`src/rtl/sdram_bist.sv`:
```
// Write-then-read pattern BIST that drives the request port of sdram_core_32bit.
// Define SDRAM_BIST_LFSR_EN for a Galois LFSR pattern; otherwise the pattern is address ^ SEED.
module sdram_bist #(
  parameter logic [31:0] BASE_ADDR = 32'h0000_0000,
  parameter int unsigned NUM_WORDS = 1024,
  parameter logic [31:0] SEED      = 32'hA5A5_5A5A
) (
  input  logic        clk_i,
  input  logic        rst_i,
  input  logic        start_i,
  output logic        busy_o,
  output logic        done_o,
  output logic        pass_o,
  output logic [15:0] err_count_o,
  output logic [31:0] fail_addr_o,
  output logic [31:0] fail_data_o,
  output logic [3:0]  outport_wr_o,
  output logic        outport_rd_o,
  output logic [7:0]  outport_len_o,
  output logic [31:0] outport_addr_o,
  output logic [31:0] outport_write_data_o,
  input  logic        outport_accept_i,
  input  logic        outport_ack_i,
  input  logic        outport_error_i,
  input  logic [31:0] outport_read_data_i
);

  typedef enum logic [2:0] {
    S_IDLE   = 3'd0,
    S_WR_REQ = 3'd1,
    S_WR_ACK = 3'd2,
    S_RD_REQ = 3'd3,
    S_RD_ACK = 3'd4,
    S_DONE   = 3'd5
  } state_t;

  localparam logic [31:0] LAST_IDX = 32'(NUM_WORDS - 32'd1);

`ifdef SDRAM_BIST_LFSR_EN
  localparam logic [31:0] SEED_EFF  = (SEED == 32'h0) ? 32'h0000_0001 : SEED;
  localparam logic [31:0] LFSR_MASK = 32'h8020_0003;

  function automatic logic [31:0] lfsr_next(input logic [31:0] s);
    lfsr_next = {1'b0, s[31:1]} ^ (s[0] ? LFSR_MASK : 32'h0000_0000);
  endfunction
`endif

  state_t      state_r, state_n;
  logic [31:0] cnt_r, cnt_n;
  logic [3:0]  wr_r, wr_n;
  logic        rd_r, rd_n;
  logic [31:0] addr_r, addr_n;
  logic [31:0] wdata_r, wdata_n;
  logic        busy_r, busy_n;
  logic        done_r, done_n;
  logic        pass_r, pass_n;
  logic [15:0] err_r, err_n;
  logic [31:0] faddr_r, faddr_n;
  logic [31:0] fdata_r, fdata_n;
`ifdef SDRAM_BIST_LFSR_EN
  logic [31:0] pat_r, pat_n;
  logic [31:0] exp_r, exp_n;
`endif

  logic        last_s;
  logic [31:0] next_addr_s;
  logic [31:0] first_pat_s;
  logic [31:0] next_pat_s;
  logic [31:0] exp_s;
  logic        rd_bad_s;
  logic        first_err_s;
  logic [15:0] err_inc_s;

  assign last_s      = (cnt_r == LAST_IDX);
  assign next_addr_s = addr_r + 32'd4;
  assign first_err_s = (err_r == 16'h0000);
  assign err_inc_s   = (err_r == 16'hFFFF) ? err_r : err_r + 16'd1;
`ifdef SDRAM_BIST_LFSR_EN
  // pat_r already holds the next word's value because it advances on acceptance
  assign first_pat_s = SEED_EFF;
  assign next_pat_s  = pat_r;
  assign exp_s       = exp_r;
`else
  assign first_pat_s = BASE_ADDR ^ SEED;
  assign next_pat_s  = next_addr_s ^ SEED;
  assign exp_s       = addr_r ^ SEED;
`endif
  assign rd_bad_s = outport_error_i | (outport_read_data_i != exp_s);

  // Next-state and next-register values for the whole test sequencer
  always_comb begin
    state_n = state_r;
    cnt_n   = cnt_r;
    wr_n    = wr_r;
    rd_n    = rd_r;
    addr_n  = addr_r;
    wdata_n = wdata_r;
    busy_n  = busy_r;
    done_n  = done_r;
    pass_n  = pass_r;
    err_n   = err_r;
    faddr_n = faddr_r;
    fdata_n = fdata_r;
`ifdef SDRAM_BIST_LFSR_EN
    pat_n   = pat_r;
    exp_n   = exp_r;
`endif
    case (state_r)
      S_IDLE, S_DONE: begin
        if (start_i) begin
          state_n = S_WR_REQ;
          cnt_n   = 32'h0;
          wr_n    = 4'hF;
          rd_n    = 1'b0;
          addr_n  = BASE_ADDR;
          wdata_n = first_pat_s;
          busy_n  = 1'b1;
          done_n  = 1'b0;
          pass_n  = 1'b0;
          err_n   = 16'h0000;
          faddr_n = 32'h0;
          fdata_n = 32'h0;
`ifdef SDRAM_BIST_LFSR_EN
          pat_n   = SEED_EFF;
`endif
        end else begin
          state_n = state_r;
        end
      end
      S_WR_REQ: begin
        if (outport_accept_i) begin
          state_n = S_WR_ACK;
          wr_n    = 4'h0;
`ifdef SDRAM_BIST_LFSR_EN
          pat_n   = lfsr_next(pat_r);
`endif
        end else begin
          state_n = state_r;
        end
      end
      S_WR_ACK: begin
        if (outport_ack_i) begin
          if (outport_error_i) begin
            err_n   = err_inc_s;
            faddr_n = first_err_s ? addr_r : faddr_r;
            fdata_n = first_err_s ? 32'h0 : fdata_r;
          end else begin
            err_n   = err_r;
          end
          if (last_s) begin
            state_n = S_RD_REQ;
            cnt_n   = 32'h0;
            rd_n    = 1'b1;
            addr_n  = BASE_ADDR;
            wdata_n = 32'h0;
`ifdef SDRAM_BIST_LFSR_EN
            pat_n   = SEED_EFF;
`endif
          end else begin
            state_n = S_WR_REQ;
            cnt_n   = cnt_r + 32'd1;
            wr_n    = 4'hF;
            addr_n  = next_addr_s;
            wdata_n = next_pat_s;
          end
        end else begin
          state_n = state_r;
        end
      end
      S_RD_REQ: begin
        if (outport_accept_i) begin
          state_n = S_RD_ACK;
          rd_n    = 1'b0;
`ifdef SDRAM_BIST_LFSR_EN
          exp_n   = pat_r;
          pat_n   = lfsr_next(pat_r);
`endif
        end else begin
          state_n = state_r;
        end
      end
      S_RD_ACK: begin
        if (outport_ack_i) begin
          if (rd_bad_s) begin
            err_n   = err_inc_s;
            faddr_n = first_err_s ? addr_r : faddr_r;
            fdata_n = first_err_s ? outport_read_data_i : fdata_r;
          end else begin
            err_n   = err_r;
          end
          if (last_s) begin
            state_n = S_DONE;
            busy_n  = 1'b0;
            done_n  = 1'b1;
            pass_n  = rd_bad_s ? 1'b0 : first_err_s;
          end else begin
            state_n = S_RD_REQ;
            cnt_n   = cnt_r + 32'd1;
            rd_n    = 1'b1;
            addr_n  = next_addr_s;
          end
        end else begin
          state_n = state_r;
        end
      end
      default: begin
        state_n = S_IDLE;
        wr_n    = 4'h0;
        rd_n    = 1'b0;
        busy_n  = 1'b0;
      end
    endcase
  end

  // State and output registers
  always_ff @(posedge clk_i or posedge rst_i) begin
    if (rst_i) begin
      state_r <= S_IDLE;
      cnt_r   <= 32'h0;
      wr_r    <= 4'h0;
      rd_r    <= 1'b0;
      addr_r  <= 32'h0;
      wdata_r <= 32'h0;
      busy_r  <= 1'b0;
      done_r  <= 1'b0;
      pass_r  <= 1'b0;
      err_r   <= 16'h0000;
      faddr_r <= 32'h0;
      fdata_r <= 32'h0;
`ifdef SDRAM_BIST_LFSR_EN
      pat_r   <= 32'h0;
      exp_r   <= 32'h0;
`endif
    end else begin
      state_r <= state_n;
      cnt_r   <= cnt_n;
      wr_r    <= wr_n;
      rd_r    <= rd_n;
      addr_r  <= addr_n;
      wdata_r <= wdata_n;
      busy_r  <= busy_n;
      done_r  <= done_n;
      pass_r  <= pass_n;
      err_r   <= err_n;
      faddr_r <= faddr_n;
      fdata_r <= fdata_n;
`ifdef SDRAM_BIST_LFSR_EN
      pat_r   <= pat_n;
      exp_r   <= exp_n;
`endif
    end
  end

  assign busy_o               = busy_r;
  assign done_o               = done_r;
  assign pass_o               = pass_r;
  assign err_count_o          = err_r;
  assign fail_addr_o          = faddr_r;
  assign fail_data_o          = fdata_r;
  assign outport_wr_o         = wr_r;
  assign outport_rd_o         = rd_r;
  assign outport_len_o        = 8'h00;
  assign outport_addr_o       = addr_r;
  assign outport_write_data_o = wdata_r;

endmodule
```
`config.mk`:
```
export PLATFORM = sky130hd
export DESIGN_NAME = sdram_bist
export DESIGN_NICKNAME = d
export VERILOG_FILES = /design/src/rtl/sdram_bist.sv
export SDC_FILE = /design/constraint.sdc
export NUM_CORES = 1
export LEC_CHECK = 0
export BUFFER_PORTS_ARGS = -buffer_cell sky130_fd_sc_hd__buf_2
export CAP_MARGIN = 20
export CORE_MARGIN = 2
export CORE_UTILIZATION = 50
export DETAILED_ROUTE_END_ITERATION = 8
export GPL_TIMING_DRIVEN = 0
export PLACE_DENSITY = 0.77
export SYNTH_ARGS = -nofsm -noshare
export SYNTH_HDL_FRONTEND = slang
export SYNTH_SLANG_ARGS = --single-unit
```
`constraint.sdc`:
```
create_clock -name clk_i -period 5.9 [get_ports clk_i]
set_input_delay 0.885 -clock clk_i [delete_from_list [all_inputs] [get_ports clk_i]]
set_output_delay 0.885 -clock clk_i [all_outputs]
set_load 0.03 [all_outputs]
```
==> impl_metrics.toml <==
[run_status]
status = "finished clean"

[logic_synthesis]
ys_ff_latch = 181
ys.flop_type = "dfrtp_1"
synth_enable_flop_cells = 0
synth_cell_types = 59
async_reset_ff_frac = 1.00
synth_top_area_cell = "dfrtp_1"
syn_area_um2 = 9640
post-synth-top-area-fraction = 0.470
synth-warning-count = 0
syn-instance-count = 1042
sequential_element_share_of_the_synthesized_area = 0.470
netlist_top_cells_area = "dfrtp_1 (47%), mux2i_1 (6.4%), nand2_1 (5.3%)"
average_footprint_of_a_synthesized_cell_um2 = 9.26

[clock_network]
cts_post_setup_buffers_inserted = 0
cts.hold.buffers_added = 0
cts.sinks = 181
cts_tree = "built"
cts.reportedPaths.clkPinSlew_ns = 0.08
worstSkewPairLatency_ns = 0.44
post_cts_resized = 0
numCtsBuffers = 17
clock_path_buffers = 2
clock-root-buffer = "clkbuf_16"
cts_max_level = 4

[global_routing]
grt_pass1_vias = 7783
grt_overflow = 0
initial_antenna_violation_count = 0
grt_max_degree = 106
grt_pass1_wl_um = 41600
grt_usage = 0.263

[timing]
highest_attainable_clock_frequency_mhz = 343
report.final.setup_viol = 0
finClkSkew_ns = 0.0124
fin_crit_ns = 2.91
relSlewSlack = 0.442
timing.final.hold_violations = 0
final_max_slew_viol_count = 0
final.period_utilization = 0.494
hold-worst-slack_ns = 0.483
max_slew.worst_pin.slew_ns = 0.837
fin_ws_ns = 2.99
rsz_0062_raised_after_global_routing = "no"

[worst_setup_path]
cpPeakStageDelay_ns = 0.46
worst-path-max-fanout = 10
crit_path_kind = "flop to flop"
crit_path_top_delay_cell = "nor4_1"
critical_path_capture_point_type = "flop"
cp-start-kind = "flop"
cp.arrival_ns = 3.26
data_required_time_of_the_critical_path_ns = 6.25
crit_path_cell_trace = "clkbuf_1, xor2_1, nor4_1, nand4_1, nor4_2, or3_1, buf_4, buf_6, mux2i_1"

[die]
die-width_um = 143
dieArea_um2 = 20400
design.core.area_um2 = 18800
die_height_um = 143
initial_utilization = 0.512
fp-row-count = 50
pin_count = 198

[job]
drv_cap = 0

[final_layout]
area.growth.synth_to_final_pct = 19.9
post-route-util = 0.614
finalNetCount = 1298
diodes = 0
drive_gt1_frac = 0.232

[routing]
route.antenna.remaining_nets = 0
initial_drc_count = 674
via_count = 8375
route.final.wire_length_um = 26700
dr.pass1.iters = 5
detail_route.vias_per_cell = 5.48
avgRoutedWirePerCell_um = 17.4
drc_violations_left = 0

[placed_design]
dp_hpwl_um = 19700
gp_congestion = 0.911
placement.io_buffers = 185
dp_worst_setup_slack_ns = 2.72

[worst_hold_path]
worst_hold_path_type = "flop to flop"

[power]
ir_worst_vdd_mv = 0.250
leakage_nw = 5.64
power_density_of_the_placed_cells_nw_per_um2 = 336
[area by class of cell]
class / instances / area [um2]
repair buffers: 186 / 953
plain buffers: 89 / 495
multi-input cells: 708 / 4380
flip-flops and latches: 181 / 4530
clock inverters: 14 / 163
inverters: 73 / 282
fillers: 1577 / 7260
clock buffers: 18 / 439
well taps: 260 / 325
[state kept, by name, summed over array words and instances, names as in the netlist, 3 cells and up]
| signal | cells |
|---|---|
| outport_addr_o | 30 |
| fail_addr_o | 31 |
| cnt_r | 32 |
| outport_write_data_o | 32 |
| err_count_o | 16 |
| fail_data_o | 32 |
| state_r | 3 |
[cell usage in the layout (no fill, tap or decap), drive strengths merged, types with 3 or more instances in the layout]
cell type and instances:
a31oi 28, nor2 78, and2 12, ha 4, or2 4, nand4 22
o31ai 25, nor3 15, clkinv 3, buf 240, and3 14, o22ai 3
and4 14, nor4 23, nand2 136, inv 80, a22o 5, o21a 3
nand2b 6, mux2i 62, dfrtp 181, mux2 4, xor2 38, xnor2 43
o21ai 53, clkbuf 53, or3 14, a21oi 35, conb 10, clkinvlp 3
nand3 33
[where the power goes]
group          leakage, nW  internal [mW]  switching [mW]  total (mW)
logic                 2.92          0.424           0.880        1.30
registers             2.43           1.34          0.0807        1.42
clock network        0.285          0.615           0.548        1.16
total                 5.64           2.37            1.51        3.88
[synthesized netlist by cell type (3+ instances only)]
cell type  instances
nor2_1            78
a22o_1             5
mux2i_1           62
o21ai_1            4
buf_6              9
o31ai_1           25
or2_2              4
buf_4             15
o21ai_0           48
a31oi_1           28
dfrtp_1          181
and3_1            14
nand2b_1           6
xor2_1            38
nand4_1           22
o21a_1             3
a21oi_1           34
nor3_1            13
nand3_1           33
xnor2_1           43
and4_1            14
nor4_2             3
buf_2             29
nand2_1          136
clkbuf_1          34
or3_1             13
ha_1               4
mux2_2             4
nor4_1            19
inv_1             73
and2_1            11
[cell families after synthesis]
kind of cell    Yosys count  share of synthesized area
simple gates            379                      0.194
flops                   181                      0.470
compound gates          168                      0.108
buf+inv                 162                     0.0798
xor+xnor                 81                     0.0736
mux                      66                     0.0690
fa+ha+maj                 4                    0.00519
other cells               1                   0.000389
[final timing paths]
check | from | endpoint | slack, ns | depth (start not counted)
max | outport_addr_o[19] | fail_data_o[7] | 2.99 | 9
min | outport_write_data_o[28] | outport_write_data_o[28] | 0.48 | 2
max reg2reg | outport_addr_o[19] | fail_data_o[7] | 2.99 | 9
min reg2reg | outport_write_data_o[28] | outport_write_data_o[28] | 0.48 | 2
max in group asynchronous | rst_i | err_count_o[9] | 4.50 | 3
min in group asynchronous | rst_i | fail_data_o[30] | 0.49 | 2
[per-layer routing]
layer	vias to the layer above	global-route usage	wire length, um
li1	3970	-	-
met1	4041	0.354	11600
met2	323	0.428	12600
met3	41	0.0533	1840
met4	0	0.0886	632
met5	-	0	0
[per-stage QoR]
step	power (mW)	setup TNS (ns)	instance area, um2	cells
floorplan	2.37	0	9680	1051
CTS	3.89	0	11600	1529
global placement	2.71	-352.25	10900	1496
global route	4.07	0	11600	1529
detailed placement	2.73	0	11000	1497
finish	3.88	0	11600	1529
[critical path, delay by kind of cell (launching register included)]
kind / cells / cell delay (ns)
and+or+nand+nor: 4 / 1.28
buffers and inverters: 3 / 0.82
DFF: 1 / 0.35
muxes: 1 / 0.24
xor gates and xnor gates: 1 / 0.12
No activity file was read; power rests on OpenSTA's default activity.
